===== src/rtl/lfrs_sat_cnt.sv =====
// Saturating up-counter with synchronous clear; clear wins over increment.
module lfrs_sat_cnt #(
  parameter int W = 16
) (
  input  logic         clk,
  input  logic         rst_n,
  input  logic         inc,
  input  logic         clr,
  output logic [W-1:0] cnt
);

  localparam logic [W-1:0] ONE = {{(W-1){1'b0}}, 1'b1};

  // Count up to all-ones and hold there until cleared.
  always_ff @(posedge clk or negedge rst_n) begin
    if (!rst_n)                cnt <= '0;
    else if (clr)              cnt <= '0;
    else if (inc && !(&cnt))   cnt <= cnt + ONE;
  end

endmodule


===== config.mk =====
export PLATFORM = sky130hd
export DESIGN_NAME = lfrs_sat_cnt
export DESIGN_NICKNAME = d
export VERILOG_FILES = /design/src/rtl/lfrs_sat_cnt.sv
export SDC_FILE = /design/constraint.sdc
export NUM_CORES = 1
export LEC_CHECK = 0
export ABC_AREA = 1
export ABC_CLOCK_PERIOD_IN_PS = 2000
export CAP_MARGIN = 20
export CELL_PAD_IN_SITES_DETAIL_PLACEMENT = 1
export CELL_PAD_IN_SITES_GLOBAL_PLACEMENT = 1
export CORE_ASPECT_RATIO = 0.6
export CORE_UTILIZATION = 35
export CTS_CLUSTER_SIZE = 40
export DETAILED_ROUTE_END_ITERATION = 12
export PLACE_DENSITY_LB_ADDON = 0.08
export SYNTH_ARGS = -nofsm -noshare
export SYNTH_HDL_FRONTEND = slang
export SYNTH_SLANG_ARGS = --single-unit

===== constraint.sdc =====
create_clock -name clk -period 2 [get_ports clk]
set_clock_uncertainty 0.15 [all_clocks]
set_input_delay 0.5 -clock clk [delete_from_list [all_inputs] [get_ports clk]]
set_output_delay 0.5 -clock clk [all_outputs]
set_load 0.01 [all_outputs]

==> impl_metrics.env, run 1 <==
export IMPL_status="complete, but fails checks"
export IMPL_violations="DRC"
export IMPL_hold_slack_ns=0.381
export IMPL_p_leak_nw=0.581
export IMPL_grt_pass1_vias=1002
export IMPL_p_sw_share_pct=23.2
export IMPL_worstSetupEndpoint="cnt[10]"
export IMPL_hold_violations=0
export IMPL_final_cell_mix="52 x nand2_1, 21 x nor2_1, 19 x clkdlybuf4s50_1, 16 x dfrtp_1, 13 x nand3_1"
export IMPL_instances_no_fill=207
export IMPL_ir_drop_mv=0.383
export IMPL_cp_cell_sequence="clkdlybuf4s50_1"
export IMPL_n_fill_cell=342
export IMPL_die_height_um=43.6
export IMPL_biggestRegsByFlops="cnt x16"
export IMPL_drive_above_1_share_pct=12.0
export IMPL_worstSetupPathType="reg2out"
export IMPL_die_x_um=71.3
export IMPL_io_pins=20
export IMPL_grt_pass1_wl_um=4770
export IMPL_clockBufferDepth=2
export IMPL_max_cap_violations=0
export IMPL_ys_seq_area_share_pct=39.8
export IMPL_routed_via_count=1055
export IMPL_crit_path_end_kind="primary output"
export IMPL_ys_ff_latch=16
export IMPL_routed_wl_um=2980
export IMPL_fmax_mhz=514
export IMPL_r2r_cells=8
export IMPL_n_antenna_cell=0
export IMPL_dr_pass1_iters=8
export IMPL_p_switching_uw=160
export IMPL_clkTransAtPathRegs_ns=0.07
export IMPL_comb_power_share_pct=8.9
export IMPL_crit_fanout=7
export IMPL_numCtsBuffers=3
export IMPL_num_rows=14
export IMPL_cts_tree="built"
export IMPL_fin_crit_ns=1.95
export IMPL_multi_input_area_um2=543
export IMPL_cp_startpoint="cnt[10]"
export IMPL_ff2ff_setup_slack_ns=0.24
export IMPL_vias_per_cell=5.10
export IMPL_grt_ovfl_total=0
export IMPL_synth_top_area_share_pct=39.8
export IMPL_die_area_um2=3100
export IMPL_ant_nets=0
export IMPL_cts_setup_buffers=0
export IMPL_synth_top_area_cell="dfrtp_1"
export IMPL_p_int_uw=528
export IMPL_powerDensity_nw_per_um2=514
export IMPL_final_seq_area_um2=400
export IMPL_regToRegEndpoint="cnt[11]"
export IMPL_finalMaxSlewViolations=0
export IMPL_root_buffer="clkbuf_8"
export IMPL_met2WireLength_um=1300
export IMPL_synth_area_per_cell_um2=6.90
export IMPL_drc_errors=1
export IMPL_syn_to_final_growth_pct=32.8
export IMPL_final_common_cell="nand2_1"
export IMPL_regMostFlops="cnt"
export IMPL_wl_met1_um=1530
export IMPL_coreArea_um2=2610
export IMPL_finalNetCount=181
export IMPL_clock_power_share_pct=43.0
export IMPL_min_period_over_period_pct=97.3
export IMPL_synth_area_top_cells="dfrtp_1 40%, nand2_1 19%, nor2_1 7.8%"
export IMPL_syn_inst=146
export IMPL_drt_wirelength_per_cell_um=14.4
export IMPL_grt_max_degree=17
export IMPL_crit_slowest_cell="clkdlybuf4s50_1"
export IMPL_dp_hpwl_um=2220
export IMPL_cp_num_cells=1
export IMPL_worstSkewPairLatency_ns=0.25
export IMPL_cts_sinks=16
export IMPL_fin_setup_tns_ns=0
export IMPL_antenna_found_initial=0
export IMPL_cp_arrival_ns=1.30
export IMPL_worst_r2r_startpoint="cnt[0]"
export IMPL_grt_usage_pct=21.1
export IMPL_synth_distinct_cells=22
export IMPL_synth_warnings=0
export IMPL_place_gp_congestion=0.836
export IMPL_numPortBuffers=19
export IMPL_cts_resized=0
export IMPL_syn_nets=151
export IMPL_h_tree_depth=1
export IMPL_seqPwrFrac_pct=48.1
export IMPL_dr_max_layer_used="met4"
export IMPL_startpoint_type="register"
export IMPL_cts_hold_buf=0
export IMPL_rsz0062_at_grt="false"
export IMPL_largest_reg_flops=16
export IMPL_placedCellCount=203
export IMPL_critPathRequiredTime_ns=1.35
export IMPL_syn_area_um2=1010
export IMPL_drt_iter0_drc=29
export IMPL_wl_met3_um=123
export IMPL_critical_path_top_delay_family="buffers and inverters"
export IMPL_finalSetupViolCount=0
export IMPL_hp_class="reg2reg"
export IMPL_max_slew_margin_rel_pct=78.3
export IMPL_critical_path_max_stage_delay_ns=0.58
export IMPL_worstMarginPinSlew_ns=0.325
export IMPL_initial_core_util_pct=38.6
export IMPL_cp_num_buf_inv=1
==> metal layers <==
metal	vias up	global-route usage (%)
li1	524	-
met1	504	28.9
met2	25	33.7
met3	2	5.58
met4	0	4.80
met5	-	0
==> power by group through the flow <==
stage,sequential [mW],combinational (mW),clock (mW)
floorplan,0.338,0.0221,0
global placement,0.336,0.0597,0
detailed placement,0.337,0.0620,0
CTS,0.331,0.0626,0.305
global route,0.331,0.0667,0.312
finish,0.331,0.0612,0.296
==> layout make-up <==
cell class | count | area share (%)
multi-input combinational | 115 | 40.6
sequential | 16 | 29.9
timing repair buffer | 27 | 18.7
clock buffer | 4 | 4.12
inverter | 13 | 3.65
tap | 32 | 2.99
==> synthesized netlist by cell type <==
master and n:
a21oi_1 5, buf_6 1, clkbuf_1 1, clkinv_1 1
dfrtp_1 16, ha_1 1, inv_1 10, inv_2 2
nand2_1 52, nand2_2 2, nand3_1 13, nand3b_1 2
nand4_1 5, nor2_1 21, nor2_2 1, nor2_4 3
nor3_1 2, o21ai_0 2, o21ai_1 1, o21ai_2 1
o21bai_1 1, xnor2_1 3
==> metrics by stage <==
stage	util (%)	area, µm²	power, mW	setup WS [ns]
2_1_floorplan	-	1010	0.360	0.311
3_3_place_gp	49.1	1280	0.396	0.0885
3_5_place_dp	49.1	1280	0.399	0.0620
4_1_cts	51.2	1340	0.698	0.0391
5_1_grt	51.2	1340	0.710	0.00812
6_report	51.2	1340	0.687	0.0533
==> how the worst min path moves through the flow <==
| stage | startpoint | end | slack [ns] | cells after the start |
|---|---|---|---|---|
| 4_1_cts | cnt[1] | cnt[1] | 0.39 | 2 |
| 6_report | cnt[1] | cnt[1] | 0.38 | 2 |
| 5_1_grt | cnt[1] | cnt[1] | 0.43 | 2 |
| 3_3_place_gp | cnt[1] | cnt[1] | 0.36 | 2 |
| 3_5_place_dp | cnt[1] | cnt[1] | 0.37 | 2 |
| 2_1_floorplan | rst_n | cnt[0] | 0.05 | 0 |
==> cell families (layout without fill, tap and decap cells) <==
| group | count (synthesis) | in the layout | share of synthesized area (%) |
|---|---|---|---|
| adder cells (fa/ha/maj) | 1 | 1 | 1.24 |
| AO/OA/AOI/OAI | 10 | 10 | 5.59 |
| buffers and inverters | 15 | 44 | 6.34 |
| AND/OR/NAND/NOR | 101 | 101 | 44.5 |
| flip-flops | 16 | 16 | 39.8 |
| XOR/XNOR | 3 | 3 | 2.61 |
(Power assumes the default switching activity.)
==> inputs of run 2 (changes only) <==
HOLD_SLACK_MARGIN = 0.05   (was unset)
==> results of run 2 <==
The final DEF is identical to that of run 1; final timing and power are the same.
